==> config.mk <==
export PLATFORM = sky130hd
export DESIGN_NAME = uart_tx_framer_flat
export DESIGN_NICKNAME = d
export VERILOG_FILES = /design/src/rtl/uart_tx_framer_if.sv /design/src/rtl/uart_tx_framer.sv /design/src/flat_wrapper.sv
export SDC_FILE = /design/constraint.sdc
export NUM_CORES = 1
export LEC_CHECK = 0
export ABC_CLOCK_PERIOD_IN_PS = 5800
export CORE_MARGIN = 1.5
export CORE_UTILIZATION = 63
export CTS_BUF_LIST = sky130_fd_sc_hd__clkbuf_16
export DETAILED_ROUTE_END_ITERATION = 10
export DONT_BUFFER_PORTS = 1
export PLACE_DENSITY = 0.79
export SETUP_SLACK_MARGIN = 0.02
export SYNTH_ARGS = -nofsm -noshare
export SYNTH_HDL_FRONTEND = slang
export SYNTH_SLANG_ARGS = --single-unit
export TNS_END_PERCENT = 10
==> constraint.sdc <==
create_clock -name clk -period 5.8 [get_ports clk]
set_input_delay 1.16 -clock clk [delete_from_list [all_inputs] [get_ports clk]]
set_output_delay 1.16 -clock clk [all_outputs]
set_load 0.02 [all_outputs]
==> src/rtl/uart_tx_framer_if.sv <==
// Byte handshake between the system-side source and the UART framer.
// The source drives send/din; the framer answers with busy.
interface uart_tx_framer_if;
    logic       send;
    logic [7:0] din;
    logic       busy;

    modport master (
        output send,
        output din,
        input  busy
    );

    modport slave (
        input  send,
        input  din,
        output busy
    );
endinterface

==> src/rtl/uart_tx_framer.sv <==
// UART transmit framer: start, 8 data bits LSB first,
// optional odd parity, stop, then wait for send to drop.
module uart_tx_framer #(
    parameter int BAUD_DIV  = 868,
    parameter int PARITY_EN = 1,
    parameter int DATA_BITS = 8
) (
    input  logic              clk,
    input  logic              reset,
    uart_tx_framer_if.slave   bus,
    output logic              tx_out,
    output logic              tx_done
);

    typedef enum logic [2:0] {
        IDLE,
        START,
        DATA,
        PARITY,
        STOP,
        ACK
    } state_e;

    localparam logic [15:0] LAST_TICK = 16'(BAUD_DIV - 1);
    localparam logic [2:0]  LAST_IDX  = 3'(DATA_BITS - 1);

    state_e      state_q, state_d;
    logic [15:0] timer_q, timer_d;
    logic [2:0]  idx_q, idx_d;
    logic [7:0]  data_q, data_d;
    logic        par_q, par_d;
    logic        tx_q, tx_d;
    logic        busy_q, busy_d;
    logic        bit_done;

    assign bit_done = (timer_q == LAST_TICK);
    assign tx_out   = tx_q;
    assign bus.busy = busy_q;

    // State, datapath and registered outputs.
    always_ff @(posedge clk) begin
        if (reset) begin
            state_q <= IDLE;
            timer_q <= '0;
            idx_q   <= '0;
            data_q  <= '0;
            par_q   <= 1'b0;
            tx_q    <= 1'b1;
            busy_q  <= 1'b0;
        end else begin
            state_q <= state_d;
            timer_q <= timer_d;
            idx_q   <= idx_d;
            data_q  <= data_d;
            par_q   <= par_d;
            tx_q    <= tx_d;
            busy_q  <= busy_d;
        end
    end

    // Next-state: frame sequencing and baud timing.
    always_comb begin
        state_d = state_q;
        timer_d = '0;
        idx_d   = idx_q;
        data_d  = data_q;
        par_d   = par_q;
        unique case (state_q)
            IDLE: begin
                idx_d = '0;
                if (bus.send) begin
                    state_d = START;
                    data_d  = bus.din;
                    par_d   = ~^bus.din;
                end
            end
            START: begin
                if (bit_done) begin
                    state_d = DATA;
                    idx_d   = '0;
                end
            end
            DATA: begin
                if (bit_done) begin
                    if (idx_q == LAST_IDX) begin
                        state_d = (PARITY_EN != 0) ? PARITY : STOP;
                    end else begin
                        idx_d = idx_q + 3'd1;
                    end
                end
            end
            PARITY: begin
                if (bit_done) state_d = STOP;
            end
            STOP: begin
                if (bit_done) state_d = ACK;
            end
            ACK: begin
                if (!bus.send) state_d = IDLE;
            end
            default: state_d = IDLE;
        endcase
        if (state_q inside {START, DATA, PARITY, STOP}) begin
            timer_d = bit_done ? '0 : timer_q + 16'd1;
        end
    end

    // Outputs: line level for the upcoming state, done strobe.
    always_comb begin
        tx_d    = 1'b1;
        busy_d  = (state_d != IDLE);
        tx_done = (state_q == STOP) && bit_done;
        unique case (state_d)
            START:   tx_d = 1'b0;
            DATA:    tx_d = data_d[idx_d];
            PARITY:  tx_d = par_d;
            default: tx_d = 1'b1;
        endcase
    end

endmodule

==> src/flat_wrapper.sv <==
// flat-port wrapper written by rule: the top's interface ports become plain ports
module uart_tx_framer_flat 
#(
    parameter int BAUD_DIV  = 868,
    parameter int PARITY_EN = 1,
    parameter int DATA_BITS = 8
)
  (clk, reset, tx_out, tx_done, bus_send, bus_din, bus_busy);
  uart_tx_framer_if bus_i ();
  input  logic clk;
  input  logic reset;
  output logic tx_out;
  output logic tx_done;
  input wire logic [$bits(bus_i.send)-1:0] bus_send;
  input wire logic [$bits(bus_i.din)-1:0] bus_din;
  output wire logic [$bits(bus_i.busy)-1:0] bus_busy;
  assign bus_i.send = bus_send;
  assign bus_i.din = bus_din;
  assign bus_busy = bus_i.busy;
  uart_tx_framer #(.BAUD_DIV(BAUD_DIV), .PARITY_EN(PARITY_EN), .DATA_BITS(DATA_BITS)) u_core (.clk(clk), .reset(reset), .bus(bus_i), .tx_out(tx_out), .tx_done(tx_done));
endmodule
* Word level (Yosys, flattened, before mapping)
Cells that the tools add are included.
Word-level totals: output and inout port bits 3, register bits 33, logic and storage cells 46
Cells by class: $add $sub $neg 2, reduce and logical (&&, ||, !) cells 6, bitwise logic cells 1, multiplexer cells 19, order comparisons 1, equal/unequal tests 10
Operators by type and width (count):
- $mux W3 | 10
- $pmux W3 S6 | 1
- $add A16 B1 Y16 const B | 1
- $eq A16 B10 Y1 const B | 1
- $mux W8 | 2
- $eq A3 B2 Y1 const B | 4
- $eq A3 B3 Y1 const B | 3
- $pmux W3 S3 | 1
- $reduce_xnor A8 Y1 | 1
- $eq A3 B1 Y1 const B | 2
- $lt A3 B4 Y1 const B | 1
- $reduce_bool A4 Y1 | 1
- $add A3 B1 Y3 const B | 1
- $bmux W1 S3 | 1
- $logic_not A3 Y1 | 1
- $mux W1 | 3
- $pmux W1 S3 | 1
- $reduce_bool A3 Y1 | 1
- $reduce_or A3 Y1 | 1
- $logic_and A1 B1 Y1 | 1
- $not A1 Y1 | 1

* Logic depth before layout (Yosys ltp)
word-level depth 7, gate-level depth with buffers 9

* Worst setup path after synthesis
OpenSTA, ideal clock, no wires.
path type register to output, start point register u_core.timer_q[0], end point output tx_done, stages on the path, launching flop included 7, arrival 1529 ps, setup slack 3111 ps, path buffers 1, path through dfxtp_1 ha_1 nor3b_1 nand4_2 buf_2 nor2_1 and3_1
On the way: longest elaborated chain between the ends 2
Ends and longest elaborated chain:
- from (decl) | line uart_tx_framer.sv:28 | logic [15:0] timer_q, timer_d;
- from (signal assigned) | line uart_tx_framer.sv:52 | timer_q <= timer_d;
- $eq A16 B10 Y1 | line uart_tx_framer.sv:36 | assign bit_done = (timer_q == LAST_TICK);
- $logic_and A1 B1 Y1 | line uart_tx_framer.sv:112 | tx_done = (state_q == STOP) && bit_done;
- to (decl) | line flat_wrapper.sv:13 | output logic tx_done;
No other way between the ends.

* Worst setup path in the final report
Same ends and word-level chain as after synthesis.

==> summary.txt <==
Clocking
  • Setup Buffers After CTS: 0
  • Clock Tree Buf Depth: 2
  • Resized cells post-CTS: 0
  • CTS Hold Bufs: 0
  • CTS sink count: 33
  • H-tree Lvls: 2
  • Root Buffer: clkbuf_16
  • Clk slew on worst S/H paths: 0.05 ns
  • Cts bufs inserted: 5
  • Clk Latency, worst-skew pair: 0.27 ns
  • CTS tree: done

Placed design
  • Placed inst area: 1690 um^2
  • Post-detail-place hpwl: 2360 um
  • Input/output buffers: 0
  • Final GP Congestion: 0.778

Timing
  • Fin. max-slew vios: 0
  • Hold Vio Cnt, Final: 0
  • FMAX: between 300 and 400 MHz
  • Clock skew: approximately 0.0056 ns
  • Hold Slack: around 0.45 ns
  • RSZ-0062 raised after global routing: false
  • Setup TNS: 0 ns
  • Actual slew at the worst max-slew pin: about 0.63 ns
  • Tmin final: 3.19 ns
  • Post-route clock period utilization: 54.9%
  • Final Setup Violations: 0
  • Max_slew headroom: about 58%

Yosys
  • Post-synth EDFFs: 0
  • Cell Area, Synth: approximately 1700 um^2
  • YS warnings: 0
  • Cell taking the most area after synthesis: dfxtp_1
  • Instance count of the mapped netlist: slightly above 200
  • Most area-consuming cells after synthesis: dfxtp_1, nand2_1, xnor2_1, nor2_1, xor2_1
  • Top-area cell type share of the netlist area: between 30% and 40%
  • Post-synth ARST share: 0%
  • Yosys reg bits: 33
  • Post-synth top flop: dfxtp_1
  • Post-synthesis sequential area ratio: 39.3%
  • Netlist cell types: 43
  • Syn_area_per_cell: a little over 8 um^2
  • Synthesized netlist net count: 217

Power
  • Sequential share of power: a little under half
  • Leakage: around 0.00063 uW
  • P_sw: 110 uW
  • Switching Share: 21.5%
  • Pwr Density: 280 nW/um^2
  • Internal power: 401 uW
  • Clock power frac: 46.8%
  • Maximum vdd ir drop: 0.303 mV
  • Comb pwr share: 6.1%

Worst setup path
  • Crit Path Category: flop to primary output
  • WP data arrival: 2.03 ns
  • CP required: 4.64 ns
  • CP Launch Type: flop
  • CP endpoint kind: primary output
  • Critical path peak fanout: 13

GRT
  • Vias in the first global route: 1238
  • Grt met1 use: between 30 and 40%
  • First-pass GRT wire length: 5320 um
  • Met2 Use GR: 37.5%
  • Largest net degree at the start of global routing: 17
  • Busiest grt layer: met2
  • Gr usage total: 25.3%
  • Initial antenna violation count: 0
  • GR Util met3: around 10%
  • GRT Residual Overflow: 0

Floorplanning
  • Die Wd: 54.7 um
  • Core Area: 2500 um^2
  • Starting Density: 67.3%
  • Chip height: 54.7 um
  • Cell Rows: 18
  • IO Count: 14
  • Full die area: ~3000 um^2

Cells and area
  • Post-route core utilization: 72.9%
  • Post-Layout Inst Area: roughly 1800 um^2
  • Fill cells: 205
  • Final Net Count: about 220
  • Layout cells sized above 1: ~5.4%
  • Area delta synth->final: 8.41%
  • Diode count: 0

Min path
  • Hold Path Class: flop to flop

Drt
  • Starting DRT DRC Count: 31
  • DRT antenna net count: 0
  • Wire length per cell: 13.9 um
  • Final wirelength: between 3000 and 4000 um
  • Drt pass-1 iters: 4
  • DRC Markers: 0
  • Via/cell ratio: 5.99
  • Via count: ~1.4k

Job
  • Max-cap viol count: 0

Status
  • Status: complete, no violations
## final timing paths
check / startpoint / cells after the start / end / slack (ns)
min: u_core.data_q[1]$_SDFF_PP0_ / 2 / u_core.data_q[1]$_SDFF_PP0_ / 0.45
max reg2reg: u_core.timer_q[0]$_SDFF_PP0_ / 8 / u_core.tx_out$_SDFF_PP1_ / 3.10
min reg2reg: u_core.data_q[1]$_SDFF_PP0_ / 2 / u_core.data_q[1]$_SDFF_PP0_ / 0.45
max: u_core.timer_q[0]$_SDFF_PP0_ / 5 / tx_done / 2.61
## worst max-delay path, cell delays in order, from the launching register on
cell and delay [ns]:
dfxtp_1 0.36, ha_1 0.22, nor3b_1 0.31, nand4_2 0.35, nor2_1 0.22, and3_1 0.30
## synthesized netlist by cell type (3+ instances only)
cell and number:
inv_1 5, xor2_1 9, nand2_1 32, dfxtp_1 33, o21ai_0 5, a21oi_1 12, clkbuf_1 5, nand3_1 12
xnor2_1 12, nand3b_1 3, a31oi_1 3, or3_1 6, and3_1 5, nor2_1 27
## metrics by stage
| step | worst slack [ns] | std cells | total power (uW) |
|---|---|---|---|
| floorplan | 3.11 | 204 | 271 |
| global placement | 2.99 | 227 | 274 |
| detailed placement | 2.91 | 227 | 276 |
| CTS | 2.61 | 234 | 514 |
| global route | 2.44 | 234 | 529 |
| finish | 2.61 | 234 | 511 |
## sequential cells by signal, summed over array words and instances, names as in the netlist
signal,cells
u_core.bus.busy,1
u_core.data_q,8
u_core.idx_q,3
u_core.par_q,1
u_core.state_q,3
u_core.timer_q,16
u_core.tx_out,1
## layout make-up
type	count	area, um^2	share of cell area [%]
Clock inverter	2	7.51	0.412
Tap cell	30	37.5	2.06
Clock buffer	5	125	6.86
Sequential cell	33	661	36.2
Inverter	5	18.8	1.03
Multi-Input combinational cell	159	973	53.4
## logic make-up (layout without fill, tap and decap cells)
logic type	count (synthesis)	in the layout	share of synthesized area, %
DFF	33	33	39.3
and+or+nand+nor	99	99	30.2
buffers and inverters	12	12	2.83
adders and majority gates	2	2	1.49
muxes	2	2	1.26
xor gates and xnor gates	21	21	10.9
AOI/OAI and AO/OA	35	35	14.0
## cell usage in the layout, fill, tap and decap left out, drive strengths merged, types with 3 or more instances in the layout
master,n
a31oi,3
nand3b,3
dfxtp,33
nand3,12
a21oi,12
nor2,27
nor4,3
xnor2,12
xor2,9
and3,5
o21ai,6
clkbuf,5
nand2,32
inv,6
or3,7
## per-layer routing
layer  wire length [um]  share of wire [%]  vias to the layer above
met2               1400                 43                       40
met1               1630                 50                      649
met3                187                5.7                        5
li1                   -                  -                      708
met4                 34                1.0                        0
met5                  0                  0                        -
## power groups by stage
stage / clock network [uW] / logic [uW] / registers [uW]
5_1_grt: 252 / 35.2 / 241
6_report: 239 / 31.1 / 240
4_1_cts: 242 / 31.3 / 240
3_5_place_dp: 0 / 31.0 / 245
2_1_floorplan: 0 / 29.0 / 242
3_3_place_gp: 0 / 29.9 / 245
No activity file was read; power rests on OpenSTA's default activity.
==> variant: new RTL, config.mk and constraints unchanged <==
Make the reset (`reset`) asynchronous in one clocked block.
--- a/src/rtl/uart_tx_framer.sv
+++ b/src/rtl/uart_tx_framer.sv
@@ -38,7 +38,7 @@
     assign bus.busy = busy_q;
 
     // State, datapath and registered outputs.
-    always_ff @(posedge clk) begin
+    always_ff @(posedge clk or posedge reset) begin
         if (reset) begin
             state_q <= IDLE;
             timer_q <= '0;
Behaviour: differs if reset is asserted again (counterexample within 4 cycles, from zero or initial values and one cycle with reset high); with reset held inactive, the same outputs for 10 cycles.
==> variant against the original RTL <==
Routed wire length decreased by 4.2%; via count is 14% lower; die area grew 3.7%; cell count fell by 15%; setup slack lost 0.20 ns; area after synthesis up 3.9%; sequential cell count did not move; final area grew 4.5%.
Power is not compared: it rests on default switching activity, and its combinational part moved more than twofold at a synthesized area within 25%.
==> variant: results (changes against the original RTL) <==
crit-path max cell delay 0.50 ns (+0.14 ns); M1 GR Usage 27.41% (-5.6 points); Avg Inst Size Synth 10.59 um2 (+28%); sequential cell area fraction in the yosys report 47.35% (+8.1 points); Ant. Diodes 0 (unchanged); placed cell areas 1765 um2 (+4.4%); GRT Total Usage 23.22% (-2.1 points); Met1 Wirelength 1388 um (-15%); Setup Slack @ Placement 2.732 ns (-0.1794 ns); gpl congestion 0.8120 (+4.4%); buffering overhead 0.3942% (+0.39 points); clk tree area frac 7.293% (+0.018 points); Layout Skew 0.001013 ns (-0.004602 ns); WL met2 1496 um (+6.6%); #MultiIn Comb 122 (-23%); multi-input combinational area share 45.93% (-7.5 points); largest net degree at the start of global routing 34 (+17); Buffers, non-clock 1 (+1); FFs w/ async S/R, synth 100.0% (+100 points); sequential share of cell area 43.43% (+7.2 points); met2 Use GR 36.22% (-1.3 points); status complete, no violations; actual slew at the worst max-slew pin 0.6208 ns (-0.01080 ns); met3 Track Usage GR 8.837% (-1.3 points); via count 1204 (-14%); worst skew pair latency about 0.28 ns; first-pass GRT wire length 5382 um (+1.2%); DP Wirelength 2099 um (-11%); initial antenna violation count 0 (unchanged); Inst Count DP 191 (-16%); synth top area cells dfrtp_1 46%, mux2_2 7.1%, xnor2_1 6.5%; fin cells 199 (-15%); Worst Path Max Fanout 10 (-3); leakage power 0.8099 nW; Slowest-stage cell, CP nor3_1; DR WL met3 141 um (-25%); fill cell count 178 (-13%); top post-synthesis cells by count 32 x dfrtp_1, 26 x nor2_1, 13 x xnor2_1; worst path arrival time 2.22 ns (+0.19 ns); DR WL/cell 15.67 um (+13%); post-synth cell types 40 (-7.0%); nets 181 (-17%); area of the multi-input gates 874.6 um2 (-10%); fraction of layout cells with a size suffix above 1 15.98% (+11 points)
## variant: cell types whose count changed after synthesis, moves of 3 or more
cell      before  now
or3_1          6    1
mux2_2         0   11
dfrtp_1        0   32
nand2_1       32   10
o21a_1         0    3
dfxtp_1       33    0
nand3b_1       3    0
nand3_1       12    9
a21oi_1       12    1
## variant: cells by family (layout without fill, tap and decap cells)
| kind of cell | after synthesis | after routing | share of synthesized area, % |
|---|---|---|---|
| AND/OR/NAND/NOR | 65 | 65 | 18.12 |
| AO/OA/AOI/OAI | 17 | 17 | 8.167 |
| buffers and inverters | 10 | 14 | 2.579 |
| multiplexers | 15 | 15 | 10.82 |
| flip-flops | 33 | 33 | 47.35 |
| XOR/XNOR | 23 | 23 | 11.53 |
| adder cells (fa/ha/maj) | 2 | 2 | 1.432 |
## variant: power by group
part	internal, W	switching (W)	leakage [nW]
registers	0.000279	0.0000386	0.416
clock network	0.000155	0.0000916	0.0748
logic	0.0000633	0.0000551	0.319
## variant: worst register-to-register path: cells and delay by family, from the launching register on
family	cells	cell delay, ns
compound gates	2	0.28
fa+ha+maj	1	0.23
flops	1	0.39
mux	2	0.83
simple gates	3	0.91
## variant: path summary, 6_finish.rpt
path,startpoint,endpoint,slack [ns],cells past startpoint
max in group asynchronous,reset,u_core.tx_out,4.61,2
max reg2reg,u_core.timer_q[0],u_core.tx_out,3.08,8
min reg2reg,u_core.data_q[1],u_core.data_q[1],0.49,1
min in group asynchronous,reset,u_core.data_q[5],0.86,2
max,u_core.timer_q[0],tx_done,2.42,5
min,u_core.data_q[1],u_core.data_q[1],0.49,1
